<file path="config.mk">
export PLATFORM = sky130hd
export DESIGN_NAME = serial_adder_ctrl
export DESIGN_NICKNAME = d
export VERILOG_FILES = /design/src/rtl/serial_adder_pkg.sv /design/src/rtl/FullAdder.sv /design/src/rtl/serial_adder_ctrl.sv
export SDC_FILE = /design/constraint.sdc
export NUM_CORES = 1
export LEC_CHECK = 0
export BUFFER_PORTS_ARGS = -buffer_cell sky130_fd_sc_hd__buf_2
export CORE_MARGIN = 1.5
export CORE_UTILIZATION = 47
export DETAILED_ROUTE_END_ITERATION = 8
export GPL_TIMING_DRIVEN = 0
export PLACE_DENSITY = 0.74
export SYNTH_ARGS = -nofsm -noshare
export SYNTH_HDL_FRONTEND = slang
export SYNTH_SLANG_ARGS = --single-unit
</file>
<file path="constraint.sdc">
create_clock -name clk -period 1.4 [get_ports clk]
set_clock_uncertainty 0.2 [all_clocks]
set_input_delay 0 -clock clk [delete_from_list [all_inputs] [get_ports clk]]
set_output_delay 0 -clock clk [all_outputs]
set_load 0.05 [all_outputs]
</file>
<file path="src/rtl/serial_adder_pkg.sv">
// Shared types for the bit-serial adder controller.
// Holds the FSM state encoding and the operand-width legality check.
package serial_adder_pkg;

  localparam logic [1:0] ST_IDLE = 2'd0;
  localparam logic [1:0] ST_RUN  = 2'd1;
  localparam logic [1:0] ST_DONE = 2'd2;

  typedef enum logic [1:0] {
    S_IDLE = ST_IDLE,
    S_RUN  = ST_RUN,
    S_DONE = ST_DONE
  } state_e;

  localparam int MIN_WIDTH = 2;
  localparam int MAX_WIDTH = 32;

  function automatic bit width_legal(int w);
    return (w >= MIN_WIDTH) && (w <= MAX_WIDTH);
  endfunction

endpackage

</file>
<file path="src/rtl/FullAdder.sv">
// One-bit full adder cell, shared bit-serially by serial_adder_ctrl.
// Ports: a, b, cin in; s (sum bit), cout (carry) out.
module FullAdder (
  input  logic a,
  input  logic b,
  input  logic cin,
  output logic s,
  output logic cout
);

  assign s    = a ^ b ^ cin;
  assign cout = (a & b) | (cin & (a ^ b));

endmodule

</file>
<file path="src/rtl/serial_adder_ctrl.sv">
// Bit-serial adder: one FullAdder cell time-shared over WIDTH bits.
// Ports: start_valid/ready + a,b,cin in; sum,cout,ovf + done_valid/ready out.
module serial_adder_ctrl
  import serial_adder_pkg::*;
#(
  parameter int WIDTH = 8
) (
  input  logic             clk,
  input  logic             rst,
  input  logic             start_valid,
  output logic             start_ready,
  input  logic [WIDTH-1:0] a,
  input  logic [WIDTH-1:0] b,
  input  logic             cin,
  output logic [WIDTH-1:0] sum,
  output logic             cout,
  output logic             ovf,
  output logic             done_valid,
  input  logic             done_ready
);

  localparam int CW = $clog2(WIDTH);
  localparam logic [CW-1:0] LAST = CW'(WIDTH - 1);

  generate
    if (!width_legal(WIDTH)) begin : g_bad_width
      $error("serial_adder_ctrl: WIDTH out of range");
    end
  endgenerate

  state_e state_q;
  state_e state_d;

  logic [WIDTH-1:0] a_sr;
  logic [WIDTH-1:0] b_sr;
  logic [WIDTH-1:0] sum_sr;
  logic [CW-1:0]    cnt_q;
  logic             carry_q;
  logic             ovf_stg;
  logic             fa_s;
  logic             fa_cout;
  logic             accept;
  logic             last;

  FullAdder u_fa (
    .a    (a_sr[0]),
    .b    (b_sr[0]),
    .cin  (carry_q),
    .s    (fa_s),
    .cout (fa_cout)
  );

  assign last = (state_q == S_RUN) && (cnt_q == LAST);

  always_ff @(posedge clk or posedge rst) begin
    if (rst) begin
      state_q <= S_IDLE;
    end else begin
      state_q <= state_d;
    end
  end

  always_comb begin
    state_d     = state_q;
    start_ready = 1'b0;
    done_valid  = 1'b0;
    accept      = 1'b0;
    unique case (state_q)
      S_IDLE: begin
        start_ready = 1'b1;
        accept      = start_valid;
        if (start_valid) state_d = S_RUN;
      end
      S_RUN: begin
        if (last) state_d = S_DONE;
      end
      S_DONE: begin
        done_valid = 1'b1;
        if (done_ready) state_d = S_IDLE;
      end
      default: state_d = S_IDLE;
    endcase
  end

  always_ff @(posedge clk or posedge rst) begin
    if (rst) begin
      a_sr    <= '0;
      b_sr    <= '0;
      sum_sr  <= '0;
      cnt_q   <= '0;
      carry_q <= 1'b0;
      ovf_stg <= 1'b0;
    end else if (accept) begin
      a_sr    <= a;
      b_sr    <= b;
      sum_sr  <= '0;
      cnt_q   <= '0;
      carry_q <= cin;
    end else if (state_q == S_RUN) begin
      a_sr    <= a_sr >> 1;
      b_sr    <= b_sr >> 1;
      sum_sr  <= {fa_s, sum_sr[WIDTH-1:1]};
      carry_q <= fa_cout;
      if (last) begin
        ovf_stg <= carry_q;
      end else begin
        cnt_q <= cnt_q + 1'b1;
      end
    end
  end

  // After the final RUN edge carry_q holds the MSB carry-out and
  // ovf_stg the carry into the MSB; both hold while idle/done.
  assign sum  = sum_sr;
  assign cout = carry_q;
  assign ovf  = ovf_stg ^ carry_q;

endmodule

</file>
### Word level (Yosys, flattened, before mapping)

Cells that the tools add are included.

| storage, ports and cells | value |
|---|---|
| memory bits (writable) | 0 |
| memories | 0 |
| ROM bits | 0 |
| latch bits | 0 |
| bits in registers | 31 |

| operators by class | value |
|---|---|
| shift-type cells | 0 |
| $mul | 0 |
| magnitude comparators | 0 |
| equal/unequal tests | 7 |
| multiplexer cells | 18 |
| divide/modulo/power cells | 0 |
| reduce and logical (&&, ||, !) cells | 6 |
| add/sub/neg operators | 1 |
| bitwise logic cells | 7 |

Operators by type and width:

| cell | number |
|---|---|
| two-way mux 8 bit | 6 |
| two-way mux 3 bit | 3 |
| inequality test 2 bit, second input constant | 4 |
| two-way mux 2 bit | 3 |
| one-hot mux 2 bit (3 select lines) | 1 |
| AND reduction 3 bit | 2 |
| two-way mux 1 bit | 5 |
| adder 3 x 1 -> 3 bit, second input constant | 1 |
| == test 3 bit, second input constant | 1 |
| bitwise XOR 1 bit | 3 |
| bitwise AND 1 bit | 2 |
| == test 2 x 1 -> 1 bit, second input constant | 1 |
| == test 2 bit, second input constant | 1 |
| logical NOT 2 bit | 1 |
| AND reduction 2 bit | 1 |
| nonzero test 2 bit | 1 |
| logical AND 1 bit | 1 |
| NOT 1 bit | 1 |
| OR 1 bit | 1 |

### Logic depth before layout (Yosys ltp)

Gate-level depths: netlist of the first run.

| depth | value |
|---|---|
| depth in word-level cells | 5 |
| mapped depth | 5 |
| gate-level depth less buffers | 5 |

### Cells and area by module

From an unflattened synthesis of the first run, not the netlist that was laid out.

| second synthesis, totals | value |
|---|---|
| cell total of the unflattened synthesis | 132 |
| area total of the unflattened synthesis | 1493.9 µm² |

Modules (own cells, without submodules):

| module | times used | cells each | sequential area each (µm²) | area each (µm²) |
|---|---|---|---|---|
| serial_adder_ctrl | 1 | 131 | 775.7 | 1473.9 |
| FullAdder | 1 | 1 | 0.0 | 20.0 |

### Worst setup path after synthesis of the first run

OpenSTA, ideal clock, no wires.

| timing path | value |
|---|---|
| path type | register to register |
| start point | register state_q[0] |
| end point | register a_sr[6] |
| library setup time | 0.185 ns |
| cell stages (with the launch flop) | 4 |
| arrival | 1.402 ns |
| period minus slack after synthesis | 1.786 ns |
| buffers on the path | 1 |
| slack | -0.386 ns |
| cell sequence | dfrtp_1 -> buf_2 -> nor2_1 -> a221oi_1 |

| on the way | value |
|---|---|
| longest elaborated chain between the ends | 3 |
| elaborated cells between the ends (all ways) | 5 |

Ends and longest elaborated chain:

| element | line | text |
|---|---|---|
| start: declaration | serial_adder_ctrl.sv:31 | `state_e state_q;` |
| start signal: assignment | serial_adder_ctrl.sv:59 | `state_q <= state_d;` |
| logical NOT 2 bit | serial_adder_ctrl.sv:68 | `unique case (state_q)` |
| two-way mux 1 bit | serial_adder_ctrl.sv:68 |  |
| two-way mux 8 bit or nonzero test 2 bit (tied branches) | -- |  |
| end signal: assignment | serial_adder_ctrl.sv:100 | `a_sr <= a_sr >> 1;` |
| end: declaration | serial_adder_ctrl.sv:34 | `logic [WIDTH-1:0] a_sr;` |

Several ways; a longest one is shown, not always the timed one.
A chain may end at the register's enable or synchronous reset.

### Worst setup path in the final report of the first run

| timing path | value |
|---|---|
| start point | register state_q[0] |
| end point | register ovf_stg |

| on the way | value |
|---|---|
| longest elaborated chain between the ends | 4 |
| elaborated cells between the ends (all ways) | 6 |

Ends and longest elaborated chain:

| element | line | text |
|---|---|---|
| logical NOT 2 bit | serial_adder_ctrl.sv:68 |  |
| two-way mux 1 bit | serial_adder_ctrl.sv:68 |  |
| NOT 1 bit (no source line) | -- |  |
| AND reduction 3 bit (no source line) * | -- |  |
| end signal: assignment | serial_adder_ctrl.sv:105 | `ovf_stg <= carry_q;` |
| end: declaration | serial_adder_ctrl.sv:39 | `logic ovf_stg;` |

Mark *: on every way between the ends. The rest lies on a longest branch, timed or not.

==> results of run 1 <==
[cell usage after synthesis]
master	number	area, µm²
nor3b_1	2	15.01
clkbuf_1	2	7.510
o22a_1	1	8.760
dfrtp_1	31	775.7
o21ai_1	2	10.01
o2bb2ai_1	3	26.28
o22ai_1	26	162.7
a221oi_1	1	8.760
inv_1	3	11.26
nand2_1	2	7.510
buf_4	3	22.52
a22oi_1	2	15.01
nor2b_1	2	12.51
nor2_1	5	18.77
nand2b_4	1	13.76
mux2_1	1	11.26
a21oi_1	16	80.08
inv_2	2	7.510
buf_2	5	25.02
nand2b_1	2	12.51
xor2_1	1	8.760
a21o_1	1	7.510
a22o_1	8	70.07
o31ai_1	2	15.01
nor3_1	2	10.01
ha_1	2	25.02
fa_1	1	20.02
[layout make-up]
| cell class | instances | share of cell area |
|---|---|---|
| Inverter | 5 | 0.008422 |
| Multi-Input combinational cell | 83 | 0.3178 |
| Tap cell | 31 | 0.01741 |
| Sequential cell | 31 | 0.3487 |
| Buffer | 10 | 0.04548 |
| Timing Repair Buffer | 68 | 0.2313 |
| Clock buffer | 8 | 0.03088 |
[where the power goes]
group / switching, mW / internal (mW) / total [mW]
Sequential: 0.379 / 1.30 / 1.68
Clock: 0.300 / 0.295 / 0.595
Combinational: 1.52 / 1.16 / 2.68
[kinds of logic (layout without fill, tap and decap cells)]
kind of cell / Yosys count / after routing / synth area share
muxes: 1 / 1 / 0.007992
adders and majority gates: 3 / 3 / 0.03197
and+or+nand+nor: 16 / 16 / 0.06394
buffers and inverters: 15 / 91 / 0.05240
AOI/OAI and AO/OA: 62 / 62 / 0.2869
DFF: 31 / 31 / 0.5506
xor gates and xnor gates: 1 / 1 / 0.006218
[stage by stage]
stage | TNS, ps | power [mW] | hold WS (ps) | cell area, µm²
2_1_floorplan | -305.1 | 3.202 | -113.7 | 1440
3_3_place_gp | -2049 | 3.572 | -14.47 | 1634
3_5_place_dp | -2645 | 3.676 | -6.197 | 1634
4_1_cts | -653.3 | 4.568 | -212.7 | 2052
5_1_grt | -2745 | 5.230 | -128.5 | 2228
6_report | -1046 | 4.958 | -251.9 | 2228
[how the worst max path moves through the flow]
stage                       to  depth (start not counted)
global route           ovf_stg                          4
global placement       b_sr[6]                          4
floorplan               sum[7]                          2
CTS                 done_valid                          4
detailed placement     b_sr[5]                          4
finish                 ovf_stg                          4
[state kept, by name, indices dropped and copies added (netlist names)]
register  count
cout          1
sum           8
b_sr          8
a_sr          8
cnt_q         3
ovf_stg       1
state_q       2
[repair_timing]
item | CTS | global route
setup buffers | 8 | 8
resized for setup | 21 | 25
hold endpoints to repair | 49 | 31
endpoints found under the setup margin | 26 | 28
pin swaps | 2 | 3
[metal layers]
metal	up-vias	global-route usage
met3	11	0.04911
met1	691	0.3211
met4	0	0.09635
li1	642	-
met2	54	0.3766
met5	-	0
==> flow_metrics.tcl, run 1 <==
set metrics [dict create \
    seqCellArea_um2 777.0 \
    dp_hpwl_um 2148 \
    cts_tree "built" \
    final_hold_viol_count 31 \
    crit_family "flip-flops" \
    reg2reg_slack_ps -100 \
    diodes 0 \
    rsz0062_at_grt "true" \
    ys_seq_area_frac 0.5506 \
    clock_latency_ps 330 \
    die_w_um 57.75 \
    critPathMaxStageDelay_ps 420 \
    leakage_nw 1.013 \
    powerDensity_nw_per_um2 2225 \
    violations "design-rule violations, negative hold slack, negative setup slack" \
    fill_cells 162 \
    wl_met1_um 1750 \
    r2r_start "state_q[0]" \
    clockRootBuffer "clkbuf_4" \
    syn_inst 129 \
    fmax_mhz 666.6 \
    cts_buffers 5 \
    final_cell_mix "buf_2 (30), dfrtp_1 (30), dlygate4sd3_1 (21)" \
    fin_crit_sh 1.072 \
    yosys_warnings 0 \
    ant_nets 0 \
    met2_length_um 2114 \
    syn-num-nets 153 \
    start_util 0.5022 \
    slowest_stage "dfrtp_1" \
    cp_num_buf_inv 1 \
    clock_sinks 31 \
    via_per_inst 5.924 \
    grt_pass1_vias 1335 \
    portBuffers 31 \
    syn-cell-area_um2 1409 \
    highest_layer "met4" \
    htreeDepth 2 \
    fin_crit_ps 1500 \
    place_ws_ps -231.5 \
    place_inst 191 \
    grt.overflow.total 0 \
    synth_seq_cells 31 \
    crit_fanout 9 \
    num_vias 1398 \
    grt_usage 0.2379 \
    coreArea_um2 2805 \
    fin_ws_ps -100.2 \
    grt_start_max_net_pins 32 \
    firstDrtPassIters 6 \
    avgSynthCellArea_um2 10.92 \
    antenna_found_initial 0 \
    clk_path_buf_depth 2 \
    max-slew-margin-rel 0.2372 \
    drv_cap 0 \
    required_ps 1420 \
    wire_per_inst_um 17.81 \
    die_area_um2 3335 \
    place_congestion 0.7483 \
    rows 19 \
    detail_route.drc_violations 1 \
    slew_viol_final 0 \
    multi_input_area_um2 708.2 \
    grt_pass1_wl_um 6016 \
    cts_hold_buf 21 \
    io_pins 33 \
    setup.worst_path.start "state_q[0]" \
    reg2reg_to "ovf_stg" \
    worst_pin_slew_ps 1143 \
    min_path_type "input pin to async pin" \
    worstSetupEndpointType "flip-flop" \
    final_layout_size_suffix_gt1_frac 0.4488 \
    status "complete, but fails checks" \
    met3_length_um 246 \
    path_class "flip-flop to flip-flop" \
    dr.first_iter.drc_count 70 \
    worstPathCellList "nor2b_1 -> buf_4 -> nand2_4 -> mux2_4" \
    die_h_um 57.75 \
    worstPathArrival_ps 1520 \
    nets 228 \
    ir_drop_mv 1.148 \
    startpoint_type "flip-flop" \
    final_cells 236 \
    clk_pin_slew_ps 90 \
    utilization 0.7944 \
    setup_violations 23 \
    area_growth_pct 58.17 \
    reg2regPathDepth 4 \
    yosysUniqueCellTypes 27 \
    holdWs_ps -251.9 \
    finalWirelength_um 4204 \
]
Note: power is estimated with default switching activity, not from simulation.
==> run 2: changes to the inputs <==
--- a/config.mk
+++ b/config.mk
@@ -7,10 +7,9 @@
 export LEC_CHECK = 0
 export BUFFER_PORTS_ARGS = -buffer_cell sky130_fd_sc_hd__buf_2
 export CORE_MARGIN = 1.5
-export CORE_UTILIZATION = 47
+export CORE_UTILIZATION = 40
 export DETAILED_ROUTE_END_ITERATION = 8
 export GPL_TIMING_DRIVEN = 0
-export PLACE_DENSITY = 0.74
 export SYNTH_ARGS = -nofsm -noshare
 export SYNTH_HDL_FRONTEND = slang
 export SYNTH_SLANG_ARGS = --single-unit
==> run 2 against run 1 <==
The run ends with negative hold slack, negative setup slack left. Via count increased by 2.3%. Cell count increased by 7.6%. Critical endpoint is now state_q[0]. Worst hold slack better by 6.4 ps. Fmax grew 2.0%. Count of clock-buffer cells in the layout is the same. Clock power up 2%. Critical path type unchanged. Non-clock buffer count rose by 3. Wire length grew 6.3%. Die area rose by 17%. Highest routed layer unchanged. Critical path depth grew 1. Global-route usage down 4.0 points. Sequential share of layout area shrank 2.3 points.
==> flow_metrics.tcl, run 2 (synthesis results as in run 1) <==
set metrics [dict create \
    status "complete, but fails checks" \
    violations "negative hold slack, negative setup slack" \
    p_switching_mw 2.359 \
    place_inst 206 \
    leakage_nw 1.049 \
    min_path_type "input pin to async pin" \
    fin_tns_setup_ps -636.2 \
    max-slew-margin-rel 0.2286 \
    critPathMaxStageDelay_ps 400 \
    clkPwrFrac 0.115 \
    slowest_stage "dfrtp_1" \
    fin_crit_sh 1.051 \
    cts_hold_buf 19 \
    worst_pin_slew_ps 1156 \
    dr.first_iter.drc_count 82 \
    powerDensity_nw_per_um2 2214 \
    cts_tree "built" \
    num_vias 1430 \
    ant_nets 0 \
    final_layout_size_suffix_gt1_frac 0.5144 \
    rows 21 \
    clk_path_buf_depth 2 \
    holdWs_ps -245.6 \
    setup_violations 23 \
    wl_met1_um 1834 \
    r2r_start "cnt_q[0]" \
    worstPathArrival_ps 1520 \
    rsz0062_at_grt "true" \
    grt_start_max_net_pins 32 \
    grt.overflow.total 0 \
    area_growth_pct 69.72 \
    startpoint_type "flip-flop" \
    detail_route.drc_violations 0 \
    portBuffers 31 \
    diodes 0 \
    slew_viol_final 0 \
    required_ps 1450 \
    power_mw 5.293 \
    p_seq_frac 0.323 \
    ir_drop_mv 1.017 \
    clockRootBuffer "clkbuf_4" \
    path_class "flip-flop to flip-flop" \
    die_area_um2 3887 \
    coreArea_um2 3363 \
    highest_layer "met4" \
    crit_fanout 6 \
    clk_pin_slew_ps 100 \
    firstDrtPassIters 4 \
    combPwrFrac 0.562 \
    via_per_inst 5.630 \
    setup.worst_path.start "cnt_q[0]" \
    worstSetupEndpointType "flip-flop" \
    final_cell_mix "buf_2 (31), dfrtp_1 (29), buf_4 (19), dlygate4sd3_1 (19), o22ai_1 (11)" \
    drv_cap 0 \
    fin_ws_ps -71.47 \
    met3_length_um 283 \
    place_ws_ps -248.5 \
    internal_power_mw 2.934 \
    start_util 0.4189 \
    dp_hpwl_um 2168 \
    grt_pass1_vias 1213 \
    die_w_um 62.35 \
    place_congestion 0.8156 \
    switching_share 0.4456 \
    layout_commonest_cell "buf_2" \
    fmax_mhz 679.6 \
    grt_usage 0.1982 \
    met2_length_um 2251 \
    fin_crit_ps 1471 \
    antenna_found_initial 0 \
    nets 231 \
    final_cells 254 \
    finalWirelength_um 4467 \
    wire_per_inst_um 17.59 \
    worstPathCellList "ha_2 -> ha_4 -> buf_4 -> nand2b_1 -> a21oi_1" \
    clock_sinks 31 \
    die_h_um 62.35 \
    cts_buffers 5 \
    htreeDepth 2 \
    final_hold_viol_count 31 \
    clock_latency_ps 330 \
    grt_pass1_wl_um 5940 \
    io_pins 33 \
]
run 2: power groups by stage:
stage / Sequential [mW] / Clock, mW / Combinational [mW]
2_1_floorplan: 1.99 / 0 / 1.21
3_3_place_gp: 1.62 / 0 / 1.97
3_5_place_dp: 1.65 / 0 / 2.02
4_1_cts: 1.63 / 0.621 / 2.38
5_1_grt: 1.76 / 0.664 / 3.16
6_report: 1.71 / 0.607 / 2.98
run 2: repair_timing:
item | 4_1_cts | 5_1_grt
endpoints found under the hold margin | 49 | 31
pin swaps | 6 | 15
endpoints found under the setup margin | 27 | 29
buffers inserted | 11 | 7
gates resized for setup | 27 | 37
cloned | 0 | 3
run 2: through the flow:
step / area (µm²) / utilization
2_1_floorplan: 1440 / -
3_3_place_gp: 1653 / 0.4914
3_5_place_dp: 1653 / 0.4914
4_1_cts: 2111 / 0.6276
5_1_grt: 2391 / 0.7109
6_report: 2391 / 0.7109
run 2: routing by layer:
metal / vias to the layer above / track usage
li1: 650 / -
met1: 711 / 0.2780
met2: 56 / 0.3043
met3: 13 / 0.03986
met4: 0 / 0.07778
met5: - / 0
run 2: path summary, 6_finish.rpt:
kind | slack, ps | depth (start not counted) | end
setup / recovery | -70 | 5 | state_q[0]
hold / removal | -250 | 2 | sum[7]
setup reg to reg | -70 | 5 | state_q[0]
hold reg to reg | 300 | 1 | a_sr[7]
max in group asynchronous | 470 | 2 | state_q[0]
min in group clk | 180 | 3 | state_q[1]
run 2: final cells by class:
type | count | area, µm²
plain buffers | 10 | 107.6
multi-input cells | 83 | 802.0
fillers | 248 | 972.2
well taps | 46 | 57.56
repair buffers | 71 | 555.5
flip-flops and latches | 31 | 778.2
inverters | 5 | 21.27
clock buffers | 8 | 68.82
run 2: worst max-delay path: cells and delay by family (launching register included):
family,cells,cell delay [ps]
compound gates,1,130
buf+inv,1,140
flops,1,400
fa+ha+maj,2,400
simple gates,1,130
